`src/rtl/mem_arbiter.sv`:
```
// Fetch/execute arbiter that runs each single-port memory access as IDLE -> ACCESS -> RESP.
// Define ARB_ROUND_ROBIN_EN for round-robin tie-breaking; otherwise execute has fixed priority.
module mem_arbiter #(
    parameter int ADDR_W    = 12,
    parameter int DATA_W    = 16,
    parameter int MEM_DEPTH = 12
) (
    input  logic              clk,
    input  logic              rst_n,
    input  logic              f_req,
    input  logic [ADDR_W-1:0] f_addr,
    output logic              f_ack,
    output logic [DATA_W-1:0] f_rdata,
    input  logic              e_req,
    input  logic              e_we,
    input  logic [ADDR_W-1:0] e_addr,
    input  logic [DATA_W-1:0] e_wdata,
    output logic              e_ack,
    output logic [DATA_W-1:0] e_rdata,
    output logic              e_err,
    output logic              f_err,
    output logic              busy,
    output logic              mem_read,
    output logic              mem_write,
    output logic [ADDR_W-1:0] mem_addr,
    output logic [DATA_W-1:0] mem_wdata,
    input  logic [DATA_W-1:0] mem_rdata
);

    typedef enum logic [1:0] {IDLE, ACCESS, RESP} state_t;

    localparam logic [ADDR_W:0] DEPTH = (ADDR_W + 1)'(MEM_DEPTH);

    state_t            state, state_nxt;
    logic              grant_e, cur_we, cur_oor;
    logic              grant_e_nxt, cur_we_nxt, cur_oor_nxt;
    logic              any_req, pick_e, sel_oor;
    logic [ADDR_W-1:0] sel_addr;

    logic              f_ack_nxt, e_ack_nxt, f_err_nxt, e_err_nxt, busy_nxt;
    logic              mem_read_nxt, mem_write_nxt;
    logic [ADDR_W-1:0] mem_addr_nxt;
    logic [DATA_W-1:0] mem_wdata_nxt, f_rdata_nxt, e_rdata_nxt;

    assign any_req = f_req | e_req;

`ifdef ARB_ROUND_ROBIN_EN
    // Remembers which port was granted last; starts as execute so fetch wins the first tie.
    logic last_e;

    always_ff @(posedge clk or negedge rst_n) begin
        if (!rst_n)
            last_e <= 1'b1;
        else if (state == IDLE && any_req)
            last_e <= pick_e;
    end

    always_comb begin
        if (f_req && e_req)
            pick_e = ~last_e;
        else
            pick_e = e_req;
    end
`else
    always_comb begin
        pick_e = e_req;
    end
`endif

    assign sel_addr = pick_e ? e_addr : f_addr;
    assign sel_oor  = ({1'b0, sel_addr} >= DEPTH);

    // State and every output are registered so no requester input reaches the memory pins combinationally.
    always_ff @(posedge clk or negedge rst_n) begin
        if (!rst_n) begin
            state     <= IDLE;
            grant_e   <= 1'b0;
            cur_we    <= 1'b0;
            cur_oor   <= 1'b0;
            f_ack     <= 1'b0;
            e_ack     <= 1'b0;
            f_err     <= 1'b0;
            e_err     <= 1'b0;
            busy      <= 1'b0;
            mem_read  <= 1'b0;
            mem_write <= 1'b0;
            mem_addr  <= '0;
            mem_wdata <= '0;
            f_rdata   <= '0;
            e_rdata   <= '0;
        end else begin
            state     <= state_nxt;
            grant_e   <= grant_e_nxt;
            cur_we    <= cur_we_nxt;
            cur_oor   <= cur_oor_nxt;
            f_ack     <= f_ack_nxt;
            e_ack     <= e_ack_nxt;
            f_err     <= f_err_nxt;
            e_err     <= e_err_nxt;
            busy      <= busy_nxt;
            mem_read  <= mem_read_nxt;
            mem_write <= mem_write_nxt;
            mem_addr  <= mem_addr_nxt;
            mem_wdata <= mem_wdata_nxt;
            f_rdata   <= f_rdata_nxt;
            e_rdata   <= e_rdata_nxt;
        end
    end

    always_comb begin
        state_nxt = state;
        case (state)
            IDLE:    if (any_req) state_nxt = ACCESS;
            ACCESS:  state_nxt = RESP;
            RESP:    state_nxt = IDLE;
            default: state_nxt = IDLE;
        endcase
    end

    // Memory strobes are set up on the grant edge so they are high for exactly the ACCESS cycle.
    always_comb begin
        grant_e_nxt   = grant_e;
        cur_we_nxt    = cur_we;
        cur_oor_nxt   = cur_oor;
        f_ack_nxt     = 1'b0;
        e_ack_nxt     = 1'b0;
        f_err_nxt     = 1'b0;
        e_err_nxt     = 1'b0;
        busy_nxt      = (state_nxt != IDLE);
        mem_read_nxt  = 1'b0;
        mem_write_nxt = 1'b0;
        mem_addr_nxt  = mem_addr;
        mem_wdata_nxt = mem_wdata;
        f_rdata_nxt   = f_rdata;
        e_rdata_nxt   = e_rdata;
        case (state)
            IDLE: begin
                if (any_req) begin
                    grant_e_nxt   = pick_e;
                    cur_we_nxt    = pick_e & e_we;
                    cur_oor_nxt   = sel_oor;
                    mem_addr_nxt  = sel_addr;
                    if (pick_e)
                        mem_wdata_nxt = e_wdata;
                    mem_read_nxt  = ~sel_oor & ~(pick_e & e_we);
                    mem_write_nxt = ~sel_oor & pick_e & e_we;
                end
            end
            ACCESS: begin
                f_ack_nxt = ~grant_e;
                e_ack_nxt = grant_e;
                f_err_nxt = ~grant_e & cur_oor;
                e_err_nxt = grant_e & cur_oor;
                if (!grant_e)
                    f_rdata_nxt = cur_oor ? '0 : mem_rdata;
                else if (!cur_we)
                    e_rdata_nxt = cur_oor ? '0 : mem_rdata;
            end
            default: begin
            end
        endcase
    end

endmodule

```
`config.mk`:
```
export PLATFORM = sky130hd
export DESIGN_NAME = mem_arbiter
export DESIGN_NICKNAME = d
export VERILOG_FILES = /design/src/rtl/mem_arbiter.sv
export SDC_FILE = /design/constraint.sdc
export NUM_CORES = 1
export LEC_CHECK = 0
export CAP_MARGIN = 20
export CORE_MARGIN = 2
export CORE_UTILIZATION = 44
export DETAILED_ROUTE_END_ITERATION = 8
export MAX_ROUTING_LAYER = met4
export PLACE_DENSITY = 0.84
export SYNTH_ARGS = -nofsm -noshare
export SYNTH_HDL_FRONTEND = slang
export SYNTH_SLANG_ARGS = --single-unit
```
`constraint.sdc`:
```
create_clock -name clk -period 3.5 [get_ports clk]
set_input_delay 0.525 -clock clk [delete_from_list [all_inputs] [get_ports clk]]
set_output_delay 0.525 -clock clk [all_outputs]
set_load 0.01 [all_outputs]
```
# == Yosys cells after proc, flatten, opt, wreduce, memory -nomap -nowiden ==
# Cells that the tools add are included.
# W data, S select, Z words.
# totals
ff_bits,72
elab_cells,46
out_inout_bits,67
inputBits,61
# op_classes
bitwise,11
n_lt_le_gt_ge,1
eq_ne,1
reduce_logical,6
n_mux,12
# ops
op,count
$mux W16,1
$ge A12 B4 Y1 const B,1
$mux W12,1
$mux W1,8
$and A1 B1 Y1,6
$reduce_and A3 Y1,2
$not A1 Y1,4
$pmux W2 S2,1
$reduce_and A2 Y1,2
$eq A2 B1 Y1 const B,1
$logic_not A2 Y1,1
$mux W2,1
$reduce_bool A2 Y1,1
$or A1 B1 Y1,1

# == Longest topological paths before layout ==
# Gate-level depths: netlist (run 1).
# logic_depth
ltp_word,7
ltp_mapped,6
ltp_nobuf,4

# == Least setup slack after synthesis (run 1) ==
# Ideal clock, no wire load.
# synth_path
kind,input port to flip-flop
start,input port e_req
end,register cur_oor
required_ps,3375
setup_slack_ps,1748
path_stages,5
arrival_time_ps,1627
n_path_buf,1
setup_time_ps,125
path_cell_list,buf_6 -> or4_4 -> o22ai_2 -> o21ai_1 -> mux2_4
# synth_between
elab_chain_len,2
word_cells_on_any_way,4
cone_classes,1 x order compare; 1 x mux; 1 x bitwise; 1 x reduce/logical
# synth_lines
element,line,rtl
start: declaration,14,"input logic e_req,"
$mux W12 or $or A1 B1 Y1 (tied branches),"70, 45",
$ge A12 B4 Y1 or $reduce_and A2 Y1 (tied branches),-,
end signal: assignment,95,cur_oor <= cur_oor_nxt;
end: declaration,35,"logic grant_e, cur_we, cur_oor;"
# Several ways; a longest one is shown, not always the timed one.
# A chain may end at the register's enable or synchronous reset.

# == Worst setup path in the final report (run 1) ==
# layout_path
start,input port e_req
end,register mem_wdata[1]
# layout_between
elab_chain_len,2
# layout_lines
element,line,rtl
$or A1 B1 Y1,45,assign any_req = f_req | e_req;
$reduce_and A3 Y1 (no source line) (*),-,
end signal: assignment,104,mem_wdata <= mem_wdata_nxt;
end: declaration,26,"output logic [DATA_W-1:0] mem_wdata,"
# Mark *: on every way between the ends. The rest lies on a longest branch, timed or not.

==> flow_metrics.tcl, run 1 <==
set metrics [dict create \
    r2r_end "f_rdata[0]$_DFFE_PN0P_" \
    powerDensity_mw_per_mm2 694.9 \
    worst_ep_arrival_time_ns 2.58 \
    die-area_mm2 0.007015 \
    first_iter_violations 146 \
    core_mm2 0.006241 \
    ys_seq_elements 72 \
    cts_hold_buf 0 \
    pwr-share-seq_pct 38.9 \
    cts_sinks 72 \
    crit_type "primary input to register" \
    nets 437 \
    post_cts_buffers 0 \
    htree_levels 3 \
    hpwl_um 5182 \
    clk_pin_slew_ns 0.07 \
    netlist_area_mm2 0.002799 \
    preCtsSetupSlack_ns 0.7425 \
    path_max_fanout 17 \
    max_freq_mhz 422.9 \
    dr_wl_met3_um 266 \
    slew_headroom_pct 27.76 \
    fp.dieW_um 83.76 \
    final_max_slew_viol_count 0 \
    cts_tree "yes" \
    routedWlPerCell_um 14.91 \
    synth_edf_count 0 \
    highest_layer "met4" \
    maxCapViolations 0 \
    yosys_warnings 0 \
    vias 2234 \
    p_comb_share_pct 35.5 \
    crit_path_end_kind "register" \
    m1WireLength_um 2911 \
    worst_pin_slew_ns 1.084 \
    cts_buffers 9 \
    ys_types 26 \
    rsz0062_at_grt "false" \
    holdCritPathClass "primary input to async pin" \
    place.port_buffers 127 \
    cts_root_buf "clkbuf_8" \
    yosys-mux-area-fraction_pct 11.27 \
    fin_worst_skew_ns 0.01246 \
    crit-reg2reg-launch "state[1]$_DFF_PN0_" \
    synth_compound_area_share_pct 9.969 \
    grt_max_degree 35 \
    final_area_mm2 0.004389 \
    drc 0 \
    vias_per_cell 4.878 \
    ys_seq_area_share_pct 64.37 \
    swShare_pct 29.08 \
    grt_antenna_before_repair 0 \
    n_antenna_cell 0 \
    areaGrowthSynthToFinish_pct 56.82 \
    rrSetupSlack_ns 1.62 \
    hold_viol 0 \
    synth_ff_type "dfrtp_1" \
    yosysMostFrequentCell "dfrtp_1" \
    grt_pass1_vias 2397 \
    clock_power_share_pct 25.7 \
    drive_above_1_share_pct 10.76 \
    avgSynthCellArea_um2 11.33 \
    grt_pass1_wl_um 11400 \
    worst_hold_slack_ns 0.1698 \
    track_usage_pct 21.05 \
    finalCritPeriodShare_pct 67.56 \
    run_status "complete, no violations" \
    ys_top_cells_by_area "dfrtp_1 64%, nand2_1 8.2%, o21ai_0 7.9%" \
    initial_core_util_pct 44.85 \
    synth_top_family_by_area "simple AND/OR/NAND/NOR gates" \
    cp.required_ns 3.71 \
    place_area_mm2 0.004129 \
    p_int_uw 2163 \
    timing.final.crit_period_ns 2.365 \
    drt-total-wl_um 6830 \
    reg2regPathDepth 4 \
    vdd.ir_drop.worst_mv 0.5148 \
    synth-xor-area-share_pct 0 \
    setup-tns-final_ns 0 \
    ios 128 \
    synth_fa_ha_area_share_pct 0 \
    start_kind "primary input" \
    rows 29 \
    place_congestion 0.8255 \
    antenna_left 0 \
    synthesis.nets 308 \
    leakage_uw 0.001880 \
    fp.dieH_um 83.76 \
    crit_start "e_req" \
    gr-total-overflow 0 \
    wl_met2_um 3399 \
    dr.pass1.iters 4 \
    utilization_pct 70.33 \
    post_cts_resized 0 \
    clk_path_buf_depth 2 \
    postSynthCellCount 247 \
    yosys-top-cells-count "72 x dfrtp_1, 61 x nand2_1, 44 x o21ai_0" \
    yosys.area.top_type "dfrtp_1" \
    worstSkewPairLatency_ns 0.34 \
    synth_top_area_share_pct 64.37 \
    cp-endpoint "mem_wdata[1]$_DFFE_PN0P_" \
    p_sw_uw 886.8 \
    synthArstFlopShare_pct 100.0 \
    finalSetupViolCount 0 \
    yosys.area_share.simple_pct 11.62 \
    setup_ws_ns 1.135 \
]
## power by group through the flow
stage / Sequential (uW) / Combinational (uW) / Clock [uW]
floorplan: 1290 / 377 / 0
global placement: 1190 / 1060 / 0
detailed placement: 1190 / 1080 / 0
CTS: 1190 / 1080 / 803
global route: 1220 / 1170 / 839
finish: 1190 / 1080 / 783
## registers in the layout, summed over array words and instances, names as in the netlist
signal,count
mem_write,1
f_rdata,16
state,2
grant_e,1
f_ack,1
e_ack,1
cur_we,1
e_rdata,16
mem_wdata,16
mem_addr,12
f_err,1
busy,1
e_err,1
cur_oor,1
mem_read,1
## layout by cell type (no fill, tap or decap)
| cell type | n |
|---|---|
| a211o_1 | 1 |
| a211oi_1 | 2 |
| a21o_1 | 1 |
| and2_1 | 2 |
| and3_1 | 1 |
| buf_2 | 1 |
| buf_4 | 4 |
| buf_8 | 1 |
| bufinv_16 | 3 |
| clkbuf_1 | 1 |
| clkbuf_8 | 10 |
| clkdlybuf4s50_1 | 126 |
| clkinv_1 | 1 |
| clkinv_2 | 1 |
| clkinv_4 | 1 |
| dfrtp_1 | 72 |
| inv_1 | 3 |
| mux2_2 | 16 |
| mux2_4 | 1 |
| mux2i_1 | 12 |
| nand2_1 | 61 |
| nand2b_1 | 1 |
| nand3_1 | 2 |
| nor2_1 | 3 |
| nor2b_1 | 1 |
| nor4_1 | 1 |
| o21ai_0 | 44 |
| o21ai_1 | 3 |
| o22ai_2 | 1 |
| or2_2 | 1 |
| or4_4 | 1 |
| or4b_1 | 2 |
## final cells by class
type | instances | area, um2
Sequential cell | 72 | 1802
Inverter | 4 | 15.01
Fill cell | 482 | 1852
Multi-Input combinational cell | 157 | 919.6
Timing Repair Buffer | 132 | 1311
Clock buffer | 11 | 141.4
Tap cell | 77 | 96.34
Clock inverter | 5 | 103.9
## through the flow
stage          total power (uW)  std cells
3_3_place_gp               2246        441
5_1_grt                    3227        458
2_1_floorplan              1669        247
6_report                   3050        458
4_1_cts                    3075        457
3_5_place_dp               2279        441
## worst max-delay path: stages
cell	delay, ns
clkdlybuf4s50_1	0.91
and2_1	0.73
mux2_2	0.41
## metal layers
layer  GRT usage, %  vias to the layer above
met2          34.98                       75
met5              -                        -
li1               -                     1091
met4          10.70                        0
met3          3.462                       24
met1          24.83                     1044
## cell families after synthesis
group | after synthesis
AOI/OAI and AO/OA | 52
muxes | 29
buffers and inverters | 18
DFF | 72
and+or+nand+nor | 76
## how the worst min path moves through the flow
stage	startpoint	end	slack, ns	cells after the start
finish	rst_n	mem_read$_DFF_PN0_	0.17	1
global route	rst_n	mem_read$_DFF_PN0_	0.20	1
CTS	rst_n	mem_read$_DFF_PN0_	0.17	1
detailed placement	e_rdata[9]$_DFFE_PN0P_	e_rdata[9]$_DFFE_PN0P_	0.47	2
global placement	f_rdata[4]$_DFFE_PN0P_	f_rdata[4]$_DFFE_PN0P_	0.46	2
floorplan	rst_n	busy$_DFF_PN0_	0.23	0
Power figures use the tool's default switching activity.
==> run 2, diff against run 1 <==
CORE_UTILIZATION = 41   (was 44)
PLACE_DENSITY = 0.79   (was 0.84)
clock period = 2.4 ns   (was 3.5 ns; I/O delays follow)
==> flow_metrics.tcl, run 2 (synthesis gave the netlist of run 1 again) <==
set metrics [dict create \
    drc 0 \
    gr-total-overflow 0 \
    timing.final.crit_period_ns 1.905 \
    core_mm2 0.006681 \
    final_max_slew_viol_count 0 \
    htree_levels 3 \
    cpMaxStageDelayCell "clkdlybuf4s50_1" \
    cts_tree "yes" \
    max_freq_mhz 524.9 \
    cts_sinks 72 \
    final_cell_mix "126 x clkdlybuf4s50_1, 72 x dfrtp_1, 61 x nand2_1" \
    cts_hold_buf 0 \
    vias_per_cell 4.792 \
    slowest_delay_ns 0.56 \
    final_common_cell "clkdlybuf4s50_1" \
    dp_cells 447 \
    die-area_mm2 0.007504 \
    track_usage_pct 18.31 \
    powerDensity_mw_per_mm2 1001 \
    rsz0062_at_grt "false" \
    initial_core_util_pct 41.89 \
    grt_max_degree 73 \
    vias 2214 \
    antenna_left 0 \
    hpwl_um 4699 \
    grt_pass1_vias 2232 \
    fp.dieW_um 86.63 \
    fin_worst_skew_ns 0.01115 \
    post_cts_resized 0 \
    run_status "complete, no violations" \
    worst_pin_slew_ns 0.8706 \
    place.port_buffers 127 \
    rows 30 \
    grt_pass1_wl_um 10360 \
    clk_path_buf_depth 2 \
    place_area_mm2 0.004158 \
    crit_buf_inv 2 \
    drive_above_1_share_pct 11.26 \
    first_iter_violations 116 \
    crit-reg2reg-launch "state[1]$_DFF_PN0_" \
    cts_root_buf "clkbuf_8" \
    finalCritPeriodShare_pct 79.38 \
    crit_type "primary input to register" \
    routedWlPerCell_um 13.86 \
    leakage_uw 0.001882 \
    n_antenna_cell 0 \
    crit_family "buffers and inverters" \
    drt-total-wl_um 6402 \
    worst_ep_arrival_time_ns 2.11 \
    path_max_fanout 5 \
    setup-tns-final_ns 0 \
    cp.required_ns 2.61 \
    grt_antenna_before_repair 0 \
    crit_path_end_kind "register" \
    stdcell_count 462 \
    crit_start "e_req" \
    start_kind "primary input" \
    clk_pin_slew_ns 0.07 \
    vdd.ir_drop.worst_mv 0.7082 \
    dr.pass1.iters 4 \
    path_cells "clkdlybuf4s50_1 -> buf_4 -> or4b_1 -> o22ai_2 -> o21ai_1 -> mux2_4" \
    post_cts_buffers 0 \
    nets 439 \
    slew_headroom_pct 41.96 \
    cts_buffers 9 \
    finalSetupViolCount 0 \
    fp.dieH_um 86.63 \
    final_area_mm2 0.004390 \
    fillCellCount 550 \
    worstSkewPairLatency_ns 0.33 \
    top_regs "e_rdata: 16 flops, f_rdata: 16 flops, mem_wdata: 16 flops" \
    areaGrowthSynthToFinish_pct 56.86 \
    hold_viol 0 \
    place_congestion 0.7472 \
    ios 128 \
    maxCapViolations 0 \
    holdCritPathClass "primary input to async pin" \
]
-- run 2: changes by cell type in the layout (fill, tap and decap cells not counted) --
cell / previous run / this run
clkbuf_1: 1 / 0
clkbuf_8: 10 / 9
buf_4: 4 / 8
buf_8: 1 / 0
clkinv_2: 1 / 2
buf_2: 1 / 0
-- run 2: area by class of cell --
| type | count | area, um2 | share of cell area (%) |
|---|---|---|---|
| multi-input combinational | 157 | 919.6 | 20.95 |
| timing repair buffer | 134 | 1321 | 30.09 |
| tap | 80 | 100.1 | 2.280 |
| inverter | 4 | 15.01 | 0.3420 |
| sequential | 72 | 1802 | 41.04 |
| clock inverter | 6 | 108.9 | 2.479 |
| clock buffer | 9 | 123.9 | 2.821 |
-- run 2: through the flow --
stage / util (%) / setup slack, ns / power [uW] / hold slack (ns)
final: 65.71 / 0.4948 / 4393 / 0.1619
after global routing: 65.71 / 0.4353 / 4659 / 0.2285
after CTS: 65.71 / 0.5154 / 4452 / 0.1771
after detailed placement: 62.23 / 0.1633 / 3340 / 0.4726
after global placement: 62.23 / 0.2285 / 3297 / 0.4609
after floorplan: - / 0.8134 / 2434 / 0.06441
-- run 2: path summary, 6_finish.rpt --
check	end	slack [ns]	depth (start not counted)
setup reg to reg	mem_wdata[15]$_DFFE_PN0P_	0.91	4
hold reg to reg	e_rdata[3]$_DFFE_PN0P_	0.48	2
setup / recovery	cur_oor$_DFFE_PN0P_	0.49	6
min in group clk	e_rdata[3]$_DFFE_PN0P_	0.48	2
hold / removal	e_rdata[5]$_DFFE_PN0P_	0.16	1
max in group asynchronous	mem_addr[2]$_DFFE_PN0P_	1.68	1
-- run 2: per-layer routing --
| layer | global-route usage, % | vias to the layer above | routed length (um) |
|---|---|---|---|
| li1 | - | 1094 | - |
| met1 | 23.83 | 1033 | 2833 |
| met2 | 28.25 | 81 | 3164 |
| met3 | 4.000 | 6 | 344 |
| met4 | 6.960 | 0 | 59 |
| met5 | - | - | 0 |
-- run 2: power by group --
part	switching (uW)	internal [uW]	total, uW
registers	167	1560	1720
logic	684	883	1570
clock network	421	683	1100
total	1270	3120	4390
